==> src/rtl/bitwise_operand_stage.sv <==
// rtl/bitwise_operand_stage.sv - operand fetch with writeback forwarding feeding the bitwise logic unit
module bitwise_operand_stage #(
    parameter int REG_ADDR_W = 4
) (
    input  logic                  clk,
    input  logic                  reset_n,
    input  logic                  in_valid,
    output logic                  in_ready,
    input  logic [1:0]            in_op_sel,
    input  logic                  in_a_sel,
    input  logic [1:0]            in_b_sel,
    input  logic                  in_use_imm,
    input  logic [7:0]            in_imm,
    input  logic [REG_ADDR_W-1:0] in_raddr,
    input  logic                  in_dest_acc,
    output logic                  rf_re,
    output logic [REG_ADDR_W-1:0] rf_raddr,
    input  logic [7:0]            rf_rdata,
    input  logic                  wb_we,
    input  logic [REG_ADDR_W-1:0] wb_addr,
    input  logic [7:0]            wb_data,
    input  logic [7:0]            acc,
    input  logic                  acc_we,
    input  logic [7:0]            acc_wdata,
    output logic                  out_valid,
    input  logic                  out_ready,
    output logic [7:0]            a,
    output logic [7:0]            b,
    output logic [1:0]            op_sel,
    output logic                  a_sel,
    output logic [1:0]            b_sel,
    output logic                  out_dest_acc,
    output logic [REG_ADDR_W-1:0] out_waddr
);

    typedef struct packed {
        logic [7:0]            a;
        logic [7:0]            b;
        logic [1:0]            op_sel;
        logic                  a_sel;
        logic [1:0]            b_sel;
        logic                  dest_acc;
        logic [REG_ADDR_W-1:0] waddr;
    } entry_t;

    logic                  p_valid;
    logic [1:0]            p_op_sel;
    logic                  p_a_sel;
    logic [1:0]            p_b_sel;
    logic                  p_use_imm;
    logic [7:0]            p_imm;
    logic [REG_ADDR_W-1:0] p_raddr;
    logic                  p_dest_acc;

    logic                  h_we;
    logic [REG_ADDR_W-1:0] h_addr;
    logic [7:0]            h_data;

    entry_t                mem [2];
    logic                  rd_ptr;
    logic                  wr_ptr;
    logic [1:0]            count;

    logic                  accept;
    logic                  push;
    logic                  pop;
    logic [2:0]            occupancy;
    logic [7:0]            b_res;
    logic [7:0]            a_res;
    entry_t                head;

    assign pop       = out_valid && out_ready;
    assign push      = p_valid;
    assign occupancy = {1'b0, count} + {2'b00, p_valid} - {2'b00, pop};
    // Reserve a slot for the pending entry, which is pushed unconditionally next edge.
    assign in_ready  = occupancy < 3'd2;
    assign accept    = in_valid && in_ready;
    assign rf_re     = accept && !in_use_imm;
    assign rf_raddr  = in_raddr;

    // Current write beats history; history covers a write at the issue edge the RAM read missed.
    always_comb begin
        b_res = rf_rdata;
        if (p_use_imm)
            b_res = p_imm;
        else if (wb_we && wb_addr == p_raddr)
            b_res = wb_data;
        else if (h_we && h_addr == p_raddr)
            b_res = h_data;
    end

    assign a_res = acc_we ? acc_wdata : acc;

    always_ff @(posedge clk or negedge reset_n) begin
        if (!reset_n) begin
            p_valid    <= 1'b0;
            p_op_sel   <= '0;
            p_a_sel    <= 1'b0;
            p_b_sel    <= '0;
            p_use_imm  <= 1'b0;
            p_imm      <= '0;
            p_raddr    <= '0;
            p_dest_acc <= 1'b0;
            h_we       <= 1'b0;
            h_addr     <= '0;
            h_data     <= '0;
        end else begin
            p_valid <= accept;
            if (accept) begin
                p_op_sel   <= in_op_sel;
                p_a_sel    <= in_a_sel;
                p_b_sel    <= in_b_sel;
                p_use_imm  <= in_use_imm;
                p_imm      <= in_imm;
                p_raddr    <= in_raddr;
                p_dest_acc <= in_dest_acc;
            end
            h_we   <= wb_we;
            h_addr <= wb_addr;
            h_data <= wb_data;
        end
    end

    always_ff @(posedge clk or negedge reset_n) begin
        if (!reset_n) begin
            for (int i = 0; i < 2; i++)
                mem[i] <= '0;
            rd_ptr <= 1'b0;
            wr_ptr <= 1'b0;
            count  <= '0;
        end else begin
            if (push) begin
                mem[wr_ptr] <= '{a: a_res, b: b_res, op_sel: p_op_sel, a_sel: p_a_sel,
                                 b_sel: p_b_sel, dest_acc: p_dest_acc, waddr: p_raddr};
                wr_ptr      <= ~wr_ptr;
            end
            if (pop)
                rd_ptr <= ~rd_ptr;
            count <= count + {1'b0, push} - {1'b0, pop};
        end
    end

    assign head         = mem[rd_ptr];
    assign out_valid    = count != 2'd0;
    assign a            = head.a;
    assign b            = head.b;
    assign op_sel       = head.op_sel;
    assign a_sel        = head.a_sel;
    assign b_sel        = head.b_sel;
    assign out_dest_acc = head.dest_acc;
    assign out_waddr    = head.waddr;

endmodule
==> config.mk <==
export PLATFORM = sky130hd
export DESIGN_NAME = bitwise_operand_stage
export DESIGN_NICKNAME = d
export VERILOG_FILES = /design/src/rtl/bitwise_operand_stage.sv
export SDC_FILE = /design/constraint.sdc
export NUM_CORES = 1
export LEC_CHECK = 0
export CAP_MARGIN = 5
export CORE_MARGIN = 2
export CORE_UTILIZATION = 45
export CTS_BUF_LIST = sky130_fd_sc_hd__clkbuf_16
export DETAILED_ROUTE_END_ITERATION = 6
export HOLD_SLACK_MARGIN = 0.15
export PLACE_DENSITY_LB_ADDON = 0.15
export SYNTH_ARGS = -nofsm -noshare
export SYNTH_HDL_FRONTEND = slang
export SYNTH_SLANG_ARGS = --single-unit
==> constraint.sdc <==
create_clock -name clk -period 8.3 [get_ports clk]
set_clock_uncertainty 0.1 [all_clocks]
set_input_delay 0.83 -clock clk [delete_from_list [all_inputs] [get_ports clk]]
set_output_delay 0.83 -clock clk [all_outputs]
set_load 0.02 [all_outputs]
# Yosys cells after proc, flatten, opt, wreduce, memory -nomap -nowiden
# Cells that the tools add are included.
# totals
output_inout_bits,33
in_bits,61
reg_bits,89
wordCells,60
# op_classes
eq_ne,2
magnitude_cmp,4
muxes,10
reduce_logical,8
bitwise,4
addsub,4
# ops
op,count
$mux 26,4
$bwmux 52,1
$mux 8,4
$demux 26 s1,1
$eq 4x4->1,2
$logic_and 1x1->1,6
$ge 2x2->1 const B,2
$not 1->2,2
$add 2x1->3,1
$lt 3x2->1 const B,1
$sub 3x1->3,1
$add 2x1->2,1
$lt 2x1->1 const B,1
$not 1->1,2
$reduce_bool 2->1,1
$sub 2x1->2,1
$logic_not 1->1,1

# Depth between registers and ports, before layout
# Gate-level depths: netlist (run 1).
# depth
ltp_word,6
mapped_depth,12
mapped_depth_nobuf,11

# Worst setup path before layout (run 1)
# No wires, ideal clock.
# synth_path
kind,input-to-output
from,input out_ready
to,output rf_re
n_path_buf,1
path_stages,10
setup_slack_ns,4.339
arrival_ns,3.031
path_cell_list,and2_1 > ha_1 > inv_1 > ha_1 > fa_1 > xnor2_1 > nor2_1 > and2_1 > buf_2 > nor2b_1
# synth_via
elab_chain_cells,5
# synth_lines
item,line,text
"start, declared",26,"input logic out_ready,"
$logic_and 1x1->1,72,assign pop = out_valid && out_ready;
$sub 3x1->3,74,"assign occupancy = {1'b0, count} + {2'b00, p_valid} - {2'b00, pop};"
$lt 3x2->1,76,assign in_ready = occupancy < 3'd2;
named net in_ready,8,"output logic in_ready,"
$logic_and 1x1->1,77,assign accept = in_valid && in_ready;
named net accept,64,logic accept;
$logic_and 1x1->1,78,assign rf_re = accept && !in_use_imm;
"end, declared",16,"output logic rf_re,"
# The timed path passes the listed nets, and every way through them passes these cells.

# Worst setup path after layout (run 1)
# layout_path
from,input out_ready
to,output rf_re
# layout_via
elab_chain_cells,5
# layout_lines
item,line,text
$logic_and 1x1->1,72,
named net pop,66,logic pop;
$sub 3x1->3,74,
$lt 3x2->1,76,
$logic_and 1x1->1,77,
$logic_and 1x1->1,78,
# The timed path passes the listed nets, and every way through them passes these cells.

==> flow_summary_export.csv, run 1 <==
group,metric,value,unit
setup_path,endpoint_of_the_lowest_slack_register_to_register_path,"p_imm[0]",
placed_design,numPlacedInstances,510,
setup_path,critical_path.max_fanout,21,
setup_path,worstRegToRegCells,11,
clock_tree,clkLatencyLatePin,0.33,ns
clock_tree,cts_tree,"built",
setup_path,critical_path.startpoint_type,"primary input",
logic_synthesis,synth_area_leaders,"sky130_fd_sc_hd__dfrtp_1, sky130_fd_sc_hd__mux2_2, sky130_fd_sc_hd__o31ai_1",
min_path,worstHoldEndpoint,"mem[45]",
floorplan,initial_standard_cell_utilization_of_the_core,0.462,
pwr,power-per-cell-area,390,mW/mm²
setup_path,max_stage_delay,0.81,ns
placed_design,detailed_place_hpwl,5670,µm
grt,grt_usage,0.181,
floorplan,die_ar,0.00968,mm²
logic_synthesis,synthDistinctLibCells,31,
logic_synthesis,syn-num-nets,394,
clock_tree,clk_pin_slew,0.06,ns
setup_path,cp_slowest_cell,"sky130_fd_sc_hd__and2_1",
placed_design,number_of_port_buffers,93,
grt,first_pass_grt_wire_length,13900,µm
grt,grt_start_max_net_pins,90,
clock_tree,cts_buffer_depth,2,
min_path,holdPathStages,2,
grt,grt-busiest-layer,"met2",
setup_path,rrSetupSlack,5.00,ns
setup_path,startpoint,"out_ready",
finish,antenna_cells,0,
sta,totalNegativeSetupSlack,0,ns
pwr,power.ir.vdd_worst,0.000196,V
finish,layout_commonest_cell,"sky130_fd_sc_hd__clkdlybuf4s50_1",
outcome,result_of_the_run,"complete, no violations",
min_path,hold_path_startpoint,"mem[45]",
route,drt_pass1_iterations,4,
finish,drive_gt1_frac,0.222,
logic_synthesis,synth_seq_cells,89,
route,route.vias.total,2727,
sta,period_share,0.611,
setup_path,crit_required,7.37,ns
setup_path,critPathCaptureType,"output pin",
setup_path,worstSetupPathType,"in -> out",
floorplan,rows,34,
clock_tree,cts_setup_buffers,0,
logic_synthesis,netlist_area,0.00401,mm²
clock_tree,cts.htree.levels,3,
finish,num-nets-final,477,
clock_tree,ctsHoldBuffers,0,
clock_tree,numCtsBuffers,9,
logic_synthesis,synth.yosys.seq_area_share,0.555,
grt,globalRouteOverflowTotal,0,
sta,timing.final.max_slew_violations,0,
clock_tree,cts_repair_resize_count,0,
sta,tightest_slew,1.10,ns
clock_tree,cts.sink_count,89,
floorplan,chipHeight,98.4,µm
placed_design,gp_routability_congestion,0.767,
sta,worst_slack,3.23,ns
route,detail_route.wl_per_cell,15.9,µm
finish,final_cell_count_without_fillers,523,
placed_design,setup_ws_pre_cts,3.18,ns
floorplan,fp.coreArea,0.00868,mm²
grt,grt_pass1_vias,2778,
finish,syn_to_final_growth,30.7,%
sta,setup_violation_total_in_the_final_timing_report,0,
logic_synthesis,post_synth_top_area_cell,"sky130_fd_sc_hd__dfrtp_1",
sta,period_minus_slack,5.07,ns
route,finalWirelength,8320,µm
grt,globalRouteMet1Util,0.247,
grt,gr-usage-met3,0.0429,
route,drc_errors,0,
sta,max-slew-margin-rel,0.265,
clock_tree,ctsRootBufferMaster,"sky130_fd_sc_hd__clkbuf_16",
route,detailedRoute.firstIterationViolations,52,
route,ant_nets,0,
setup_path,worst_ep_arrival_time,4.14,ns
sta,hold_viol,0,
floorplan,floorplan.io_pins,94,
grt,initial_antenna_violation_count,0,
logic_synthesis,yosysWarnings,0,
placed_design,dpl-instance-area,0.00497,mm²
logic_synthesis,postSynthAreaPerCell,12.2,µm²
grt,global_route.usage.met2,0.286,
finish,final_cell_mix,"sky130_fd_sc_hd__clkdlybuf4s50_1, sky130_fd_sc_hd__dfrtp_1, sky130_fd_sc_hd__mux2_2",
finish,design_area,0.00524,mm²
setup_path,reg2reg_from,"count[1]",
setup_path,worstPathCellList,"clkdlybuf4s50_1 -> and2_1 -> ha_1 -> inv_1 -> ha_1 -> fa_1 -> xnor2_1 -> nor2_1 -> and2_1 -> nor2b_1 -> clkdlybuf4s50_1",
run,drv.max_cap_violation_count,0,
sta,fmax,0.197,GHz
logic_synthesis,post-synth-top-area-fraction,0.555,
floorplan,floorplan.die.width,98.4,µm
route,avgViaCountPerCell,5.21,
pwr,leakagePower,2.24,nW
sta,rsz0062_at_grt,"false",
logic_synthesis,post_synth_inst_count,330,
min_path,hp-class,"reg -> reg",
state kept, by name, indices dropped and copies added, names as in the netlist:
name / flops
p_dest_acc: 1
p_use_imm: 1
p_imm: 8
rd_ptr: 1
p_raddr: 4
p_valid: 1
p_a_sel: 1
h_addr: 4
h_we: 1
mem: 52
count: 2
p_op_sel: 2
h_data: 8
wr_ptr: 1
p_b_sel: 2
logic make-up after synthesis:
group / synth area share
AO/OA/AOI/OAI: 0.0874
XOR/XNOR: 0.0240
adder cells (fa/ha/maj): 0.0112
buffers and inverters: 0.0343
flip-flops: 0.555
multiplexers: 0.202
AND/OR/NAND/NOR: 0.0852
cell type report:
class	count	area [µm²]
fill	748	3440
sequential	89	2230
multi-input combinational	214	1650
timing repair buffer	95	943
clock buffer	9	225
tap	108	135
clock inverter	4	47.5
inverter	4	15.0
synth_stat cells:
cell,number
sky130_fd_sc_hd__buf_2,2
sky130_fd_sc_hd__xor2_1,8
sky130_fd_sc_hd__o21ai_0,16
sky130_fd_sc_hd__mux2i_1,8
sky130_fd_sc_hd__dfrtp_1,89
sky130_fd_sc_hd__buf_4,5
sky130_fd_sc_hd__nor2b_1,1
sky130_fd_sc_hd__nor2_1,25
sky130_fd_sc_hd__ha_1,2
sky130_fd_sc_hd__nand2_1,27
sky130_fd_sc_hd__buf_6,1
sky130_fd_sc_hd__buf_1,2
sky130_fd_sc_hd__and2_2,1
sky130_fd_sc_hd__or2_2,2
sky130_fd_sc_hd__inv_1,4
sky130_fd_sc_hd__and3_1,3
sky130_fd_sc_hd__clkbuf_2,1
sky130_fd_sc_hd__nand2b_1,1
sky130_fd_sc_hd__o31ai_1,16
sky130_fd_sc_hd__nand3_4,1
sky130_fd_sc_hd__and3_2,5
sky130_fd_sc_hd__clkbuf_1,11
sky130_fd_sc_hd__mux2_2,65
sky130_fd_sc_hd__and2_1,3
sky130_fd_sc_hd__a21oi_1,16
sky130_fd_sc_hd__nor3_1,1
sky130_fd_sc_hd__fa_1,1
sky130_fd_sc_hd__clkdlybuf4s25_2,1
sky130_fd_sc_hd__xnor2_1,3
sky130_fd_sc_hd__nor3_4,1
sky130_fd_sc_hd__a221oi_1,8
metrics by stage:
step / power [mW] / hold slack (ns) / utilization
global route: 2.18 / 0.398 / 0.604
CTS: 2.07 / 0.381 / 0.604
finish: 2.04 / 0.376 / 0.604
global placement: 1.66 / 0.357 / 0.573
floorplan: 1.33 / 0.344 / -
detailed placement: 1.68 / 0.367 / 0.573
worst max-delay path: cells and delay by family:
kind	cells	cell delay [ns]
buffers and inverters	3	1.06
XOR/XNOR	1	0.14
AND/OR/NAND/NOR	4	1.29
adder cells (fa/ha/maj)	3	0.82
how the worst max path moves through the flow:
| stage | to | slack, ns | cells after the start |
|---|---|---|---|
| floorplan | rf_re | 4.34 | 10 |
| global placement | rf_re | 3.20 | 11 |
| detailed placement | rf_re | 3.18 | 11 |
| CTS | rf_re | 3.18 | 11 |
| global route | rf_re | 2.97 | 11 |
| finish | rf_re | 3.23 | 11 |
where the power goes:
group	switching [mW]	internal (mW)	total, mW	leakage, nW
clock network	0.152	0.227	0.379	0.133
registers	0.110	0.626	0.736	1.07
logic	0.435	0.493	0.929	1.04
layer usage:
layer | wire, µm | up-vias
met5 | 0 | -
met4 | 99 | 0
met3 | 442 | 7
met2 | 3790 | 73
met1 | 3990 | 1324
li1 | - | 1323
Note: power is estimated with default switching activity, not from simulation.
==> inputs of run 2 (changes only) <==
- clock period: 8.3 -> 4.7 ns (I/O delays scaled with it)
==> run 2 against run 1 <==
  * First-iteration DRC count grew 88%
  * Via count is 1.1% higher
  * Die area stayed put
  * Combinational power rose by 78%
  * Routed wire length rose by 2.4%
  * Sequential share of layout area down 0.25 points
  * Clock power is 77% higher
  * Critical endpoint unchanged
==> flow_summary_export.csv, run 2 (same netlist as run 1, synthesis figures left out) <==
group,metric,value,unit
route,drc_errors,0,
floorplan,chipHeight,98.4,µm
grt,grt_start_max_net_pins,63,
floorplan,die_ar,0.00968,mm²
sta,setup_violation_total_in_the_final_timing_report,0,
route,drt_pass1_iterations,5,
finish,antenna_cells,0,
sta,totalNegativeSetupSlack,0,ns
clock_tree,cts.htree.levels,3,
grt,gr-usage-met3,0.0437,
setup_path,endpoint_of_the_lowest_slack_register_to_register_path,"p_imm[0]",
placed_design,detailed_place_hpwl,5960,µm
finish,final_standard_cell_utilization_of_the_core,0.608,
setup_path,critical_path.max_fanout,2,
sta,max-slew-margin-rel,0.324,
finish,num-nets-final,480,
sta,hold_viol,0,
setup_path,reg2reg_from,"count[1]",
finish,layout_commonest_cell,"sky130_fd_sc_hd__clkdlybuf4s50_1",
setup_path,worstRegToRegCells,12,
finish,largest_register_ff_count,52,
sta,fmax,0.271,GHz
pwr,power-per-cell-area,688,mW/mm²
route,ant_nets,0,
placed_design,number_of_port_buffers,93,
grt,globalRouteMet1Util,0.251,
clock_tree,ctsRootBufferMaster,"sky130_fd_sc_hd__clkbuf_16",
route,finalWirelength,8520,µm
finish,multi_input_gate_area_in_the_final_layout,0.00165,mm²
floorplan,rows,34,
setup_path,critPathCaptureType,"output pin",
floorplan,fp.coreArea,0.00868,mm²
route,avgViaCountPerCell,5.22,
sta,period_share,0.785,
clock_tree,cts_setup_buffers,0,
finish,final_cell_mix,"sky130_fd_sc_hd__clkdlybuf4s50_1, sky130_fd_sc_hd__dfrtp_1, sky130_fd_sc_hd__mux2_2",
sta,tightest_slew,1.01,ns
finish,ff_latch_area,0.00223,mm²
finish,final.fill_count,753,
clock_tree,clkLatencyLatePin,0.33,ns
finish,largestRegisters,"mem (52), h_data (8), p_imm (8)",
min_path,hp-class,"reg -> reg",
setup_path,worst_ep_arrival_time,3.12,ns
clock_tree,clk_pin_slew,0.06,ns
min_path,worstHoldEndpoint,"mem[44]",
grt,globalRouteOverflowTotal,0,
route,route.vias.total,2758,
clock_tree,numCtsBuffers,9,
pwr,power.ir.vdd_worst,0.000314,V
sta,worst_slack,1.01,ns
run,drv.max_cap_violation_count,0,
placed_design,dpl-instance-area,0.00498,mm²
finish,design_area,0.00527,mm²
sta,rsz0062_at_grt,"false",
min_path,hold_path_startpoint,"mem[44]",
grt,global_route.usage.met2,0.295,
clock_tree,cts_buffer_depth,2,
min_path,holdPathStages,2,
floorplan,initial_standard_cell_utilization_of_the_core,0.462,
outcome,result_of_the_run,"complete, no violations",
floorplan,floorplan.io_pins,94,
grt,grt_pass1_vias,2812,
placed_design,gp_routability_congestion,0.782,
setup_path,critical_path.startpoint_type,"flop",
route,detail_route.wl_per_cell,16.1,µm
setup_path,worstSetupPathType,"reg -> out",
pwr,leakagePower,2.27,nW
placed_design,setup_ws_pre_cts,1.07,ns
grt,grt_usage,0.185,
sta,timing.final.max_slew_violations,0,
clock_tree,cts.sink_count,89,
setup_path,rrSetupSlack,1.76,ns
floorplan,floorplan.die.width,98.4,µm
finish,register_name_with_the_most_flops,"mem",
route,detailedRoute.firstIterationViolations,98,
grt,initial_antenna_violation_count,0,
clock_tree,cts_tree,"built",
sta,period_minus_slack,3.69,ns
finish,drive_gt1_frac,0.221,
grt,grt-busiest-layer,"met2",
clock_tree,cts_repair_resize_count,0,
grt,first_pass_grt_wire_length,14000,µm
clock_tree,ctsHoldBuffers,1,
setup_path,crit_required,4.13,ns
finish,syn_to_final_growth,31.5,%
[run 2: changes by cell type in the layout (fill, tap and decap cells not counted)]
| cell | change |
|---|---|
| sky130_fd_sc_hd__buf_4 | +2 |
| sky130_fd_sc_hd__dlygate4sd3_1 | +1 |
| sky130_fd_sc_hd__clkinv_2 | -1 |
| sky130_fd_sc_hd__inv_1 | +3 |
[run 2: critical path: stages, from the launching register on]
cell                              delay [ns]
sky130_fd_sc_hd__dfrtp_1                0.39
sky130_fd_sc_hd__inv_1                  0.10
sky130_fd_sc_hd__nand2_1                0.08
sky130_fd_sc_hd__and2_1                 0.18
sky130_fd_sc_hd__ha_1                   0.27
sky130_fd_sc_hd__inv_1                  0.04
sky130_fd_sc_hd__ha_1                   0.18
sky130_fd_sc_hd__fa_1                   0.38
sky130_fd_sc_hd__xnor2_1                0.14
sky130_fd_sc_hd__nor2_1                 0.12
sky130_fd_sc_hd__and2_1                 0.17
sky130_fd_sc_hd__nor2b_1                0.14
sky130_fd_sc_hd__clkdlybuf4s50_1        0.62
[run 2: worst max-delay path by stage]
stage                          from     to  slack [ns]
after floorplan            count[1]  rf_re        1.23
after global placement    out_ready  rf_re        1.07
after detailed placement  out_ready  rf_re        1.07
after CTS                  count[1]  rf_re        0.96
after global routing       count[1]  rf_re        0.80
final                      count[1]  rf_re        1.01
[run 2: metrics by stage]
stage / power [mW] / hold slack [ns] / instances
after floorplan: 2.35 / 0.0744 / 330
after global placement: 2.93 / 0.313 / 512
after detailed placement: 2.99 / 0.313 / 512
after CTS: 3.68 / 0.380 / 528
after global routing: 3.87 / 0.399 / 528
final: 3.63 / 0.374 / 528
[run 2: layout make-up]
cell class,count,area share
Clock buffer,9,0.0427
Clock inverter,6,0.0102
Inverter,4,0.00285
Multi-Input combinational cell,214,0.313
Sequential cell,89,0.422
Timing Repair Buffer,98,0.184
Tap cell,108,0.0256
[run 2: routing by layer]
metal,part of all wire,vias up,wire (µm)
li1,-,1335,-
met5,0,-,0
met4,0.0096,0,82
met3,0.059,9,506
met2,0.48,77,4090
met1,0.45,1337,3840
[run 2: power by group]
group | total, mW | switching [mW] | internal [mW]
combinational | 1.65 | 0.778 | 0.877
sequential | 1.30 | 0.197 | 1.11
clock | 0.672 | 0.270 | 0.402
total | 3.63 | 1.24 | 2.38
==> inputs of run 3 (changes only) <==
- clock period: 4.7 -> 3.6 ns (I/O delays scaled with it)
==> run 3 against run 2 <==
  * First-iteration DRC count fell by 13%
  * Worst setup slack got worse by 0.77 ns
  * Via count hardly changed
  * Worst hold slack worse by 0.24 ns
  * Global-route usage hardly changed
  * Clock-buffer cell count unchanged
  * Clock power up 35%
  * Total power up 31%
  * Critical endpoint unchanged
  * Largest power group unchanged
==> flow_summary_export.csv, run 3 (same netlist as run 1, synthesis figures left out) <==
group,metric,value,unit
floorplan,die_ar,0.00968,mm²
clock_tree,cts_setup_buffers,0,
floorplan,rows,34,
sta,hold_viol,0,
finish,antenna_cells,0,
finish,layout_commonest_cell,"sky130_fd_sc_hd__clkdlybuf4s50_1",
setup_path,max_stage_delay,0.39,ns
finish,syn_to_final_growth,31.5,%
sta,period_minus_slack,3.36,ns
grt,grt_pass1_vias,2852,
finish,final.fill_count,734,
sta,setup_violation_total_in_the_final_timing_report,0,
setup_path,critical_path.max_fanout,2,
clock_tree,ctsHoldBuffers,0,
grt,grt_start_max_net_pins,90,
placed_design,number_of_port_buffers,93,
floorplan,chipHeight,98.4,µm
route,detailedRoute.firstIterationViolations,85,
route,finalWirelength,8410,µm
route,avgViaCountPerCell,5.23,
sta,timing.final.max_slew_violations,0,
clock_tree,numCtsBuffers,9,
setup_path,worstSetupPathType,"reg -> out",
sta,tightest_slew,1.09,ns
pwr,leakagePower,2.26,nW
sta,max-slew-margin-rel,0.273,
pwr,power.ir.vdd_worst,0.000378,V
setup_path,critPathCaptureType,"output pin",
route,drc_errors,0,
setup_path,cp_slowest_cell,"sky130_fd_sc_hd__dfrtp_1",
setup_path,critical_path.startpoint_type,"flop",
clock_tree,ctsRootBufferMaster,"sky130_fd_sc_hd__clkbuf_16",
clock_tree,cts.htree.levels,3,
finish,final_cell_mix,"sky130_fd_sc_hd__clkdlybuf4s50_1, sky130_fd_sc_hd__dfrtp_1, sky130_fd_sc_hd__mux2_2",
grt,globalRouteOverflowTotal,0,
grt,grt_usage,0.185,
placed_design,detailed_place_hpwl,5810,µm
floorplan,initial_standard_cell_utilization_of_the_core,0.462,
finish,largestRegisters,"mem (52), h_data (8), p_imm (8)",
finish,num-nets-final,479,
outcome,result_of_the_run,"complete, no violations",
setup_path,worst_ep_arrival_time,2.90,ns
clock_tree,cts_tree,"built",
sta,period_share,0.934,
route,route.vias.total,2759,
setup_path,worstPathCellList,"inv_1 -> nand2_1 -> and2_1 -> ha_1 -> inv_1 -> ha_1 -> fa_1 -> xnor2_1 -> nor2_1 -> and2_1 -> nor2b_1 -> dlygate4sd2_1",
pwr,power-per-cell-area,903,mW/mm²
floorplan,fp.coreArea,0.00868,mm²
sta,fmax,0.297,GHz
clock_tree,clk_pin_slew,0.06,ns
route,ant_nets,0,
clock_tree,cts_buffer_depth,2,
finish,drive_gt1_frac,0.224,
setup_path,crit_required,3.14,ns
route,drt_pass1_iterations,4,
run,drv.max_cap_violation_count,0,
sta,rsz0062_at_grt,"false",
min_path,hp-class,"in -> async",
floorplan,floorplan.io_pins,94,
placed_design,gp_routability_congestion,0.757,
finish,register_name_with_the_most_flops,"mem",
sta,totalNegativeSetupSlack,0,ns
route,detail_route.wl_per_cell,15.9,µm
grt,initial_antenna_violation_count,0,
grt,first_pass_grt_wire_length,14100,µm
finish,largest_register_ff_count,52,
floorplan,floorplan.die.width,98.4,µm
clock_tree,cts.sink_count,89,
clock_tree,clkLatencyLatePin,0.33,ns
pwr,report.power.total,4.76,mW
-- run 3: metal layers --
layer | wire (µm) | vias up | track usage
met5 | 0 | - | 0
met1 | 3790 | 1348 | 0.247
li1 | - | 1330 | -
met2 | 4090 | 72 | 0.302
met3 | 428 | 9 | 0.0408
met4 | 107 | 0 | 0.0632
-- run 3: final cells by class --
class                      instances  area (µm²)  share of cell area
timing repair buffer              97         957               0.182
inverter                           4        15.0             0.00285
clock inverter                     7        63.8              0.0121
tap                              108         135              0.0256
multi-input combinational        214        1650               0.313
clock buffer                       9         225              0.0427
sequential                        89        2230               0.423
-- run 3: power breakdown --
group	total, mW	switching [mW]	internal [mW]
registers	1.70	0.256	1.44
clock network	0.904	0.374	0.530
logic	2.16	1.01	1.15
-- run 3: critical path, delay by kind of cell, from the launching register on --
kind / cells / cell delay [ns]
flops: 1 / 0.39
buf+inv: 3 / 0.48
simple gates: 5 / 0.72
xor+xnor: 1 / 0.13
fa+ha+maj: 3 / 0.85
-- run 3: through the flow --
step / worst slack [ns] / instance area, µm² / utilization / cells / hold WS, ns
2_1_floorplan: 0.245 / 4010 / - / 330 / -0.0356
3_3_place_gp: 0.192 / 4980 / 0.574 / 512 / 0.357
3_5_place_dp: 0.137 / 4980 / 0.574 / 512 / 0.367
4_1_cts: 0.234 / 5270 / 0.607 / 528 / 0.195
5_1_grt: 0.101 / 5270 / 0.607 / 528 / 0.213
6_report: 0.238 / 5270 / 0.607 / 528 / 0.131
-- run 3: path summary, 6_finish.rpt --
| kind | start | end | slack [ns] | cells after the start |
|---|---|---|---|---|
| max | count[1] | rf_re | 0.24 | 12 |
| min | reset_n | mem[5] | 0.13 | 1 |
| max reg2reg | count[1] | p_op_sel[1] | 0.63 | 12 |
| min reg2reg | mem[47] | mem[47] | 0.38 | 2 |
| max in group asynchronous | reset_n | p_op_sel[1] | 2.56 | 1 |
| min in group clk | mem[47] | mem[47] | 0.38 | 2 |
-- run 3: what timing repair did --
action	CTS	global route
hold endpoints to repair	0	0
endpoints found under the setup margin	1	0
gates resized for setup	1	0
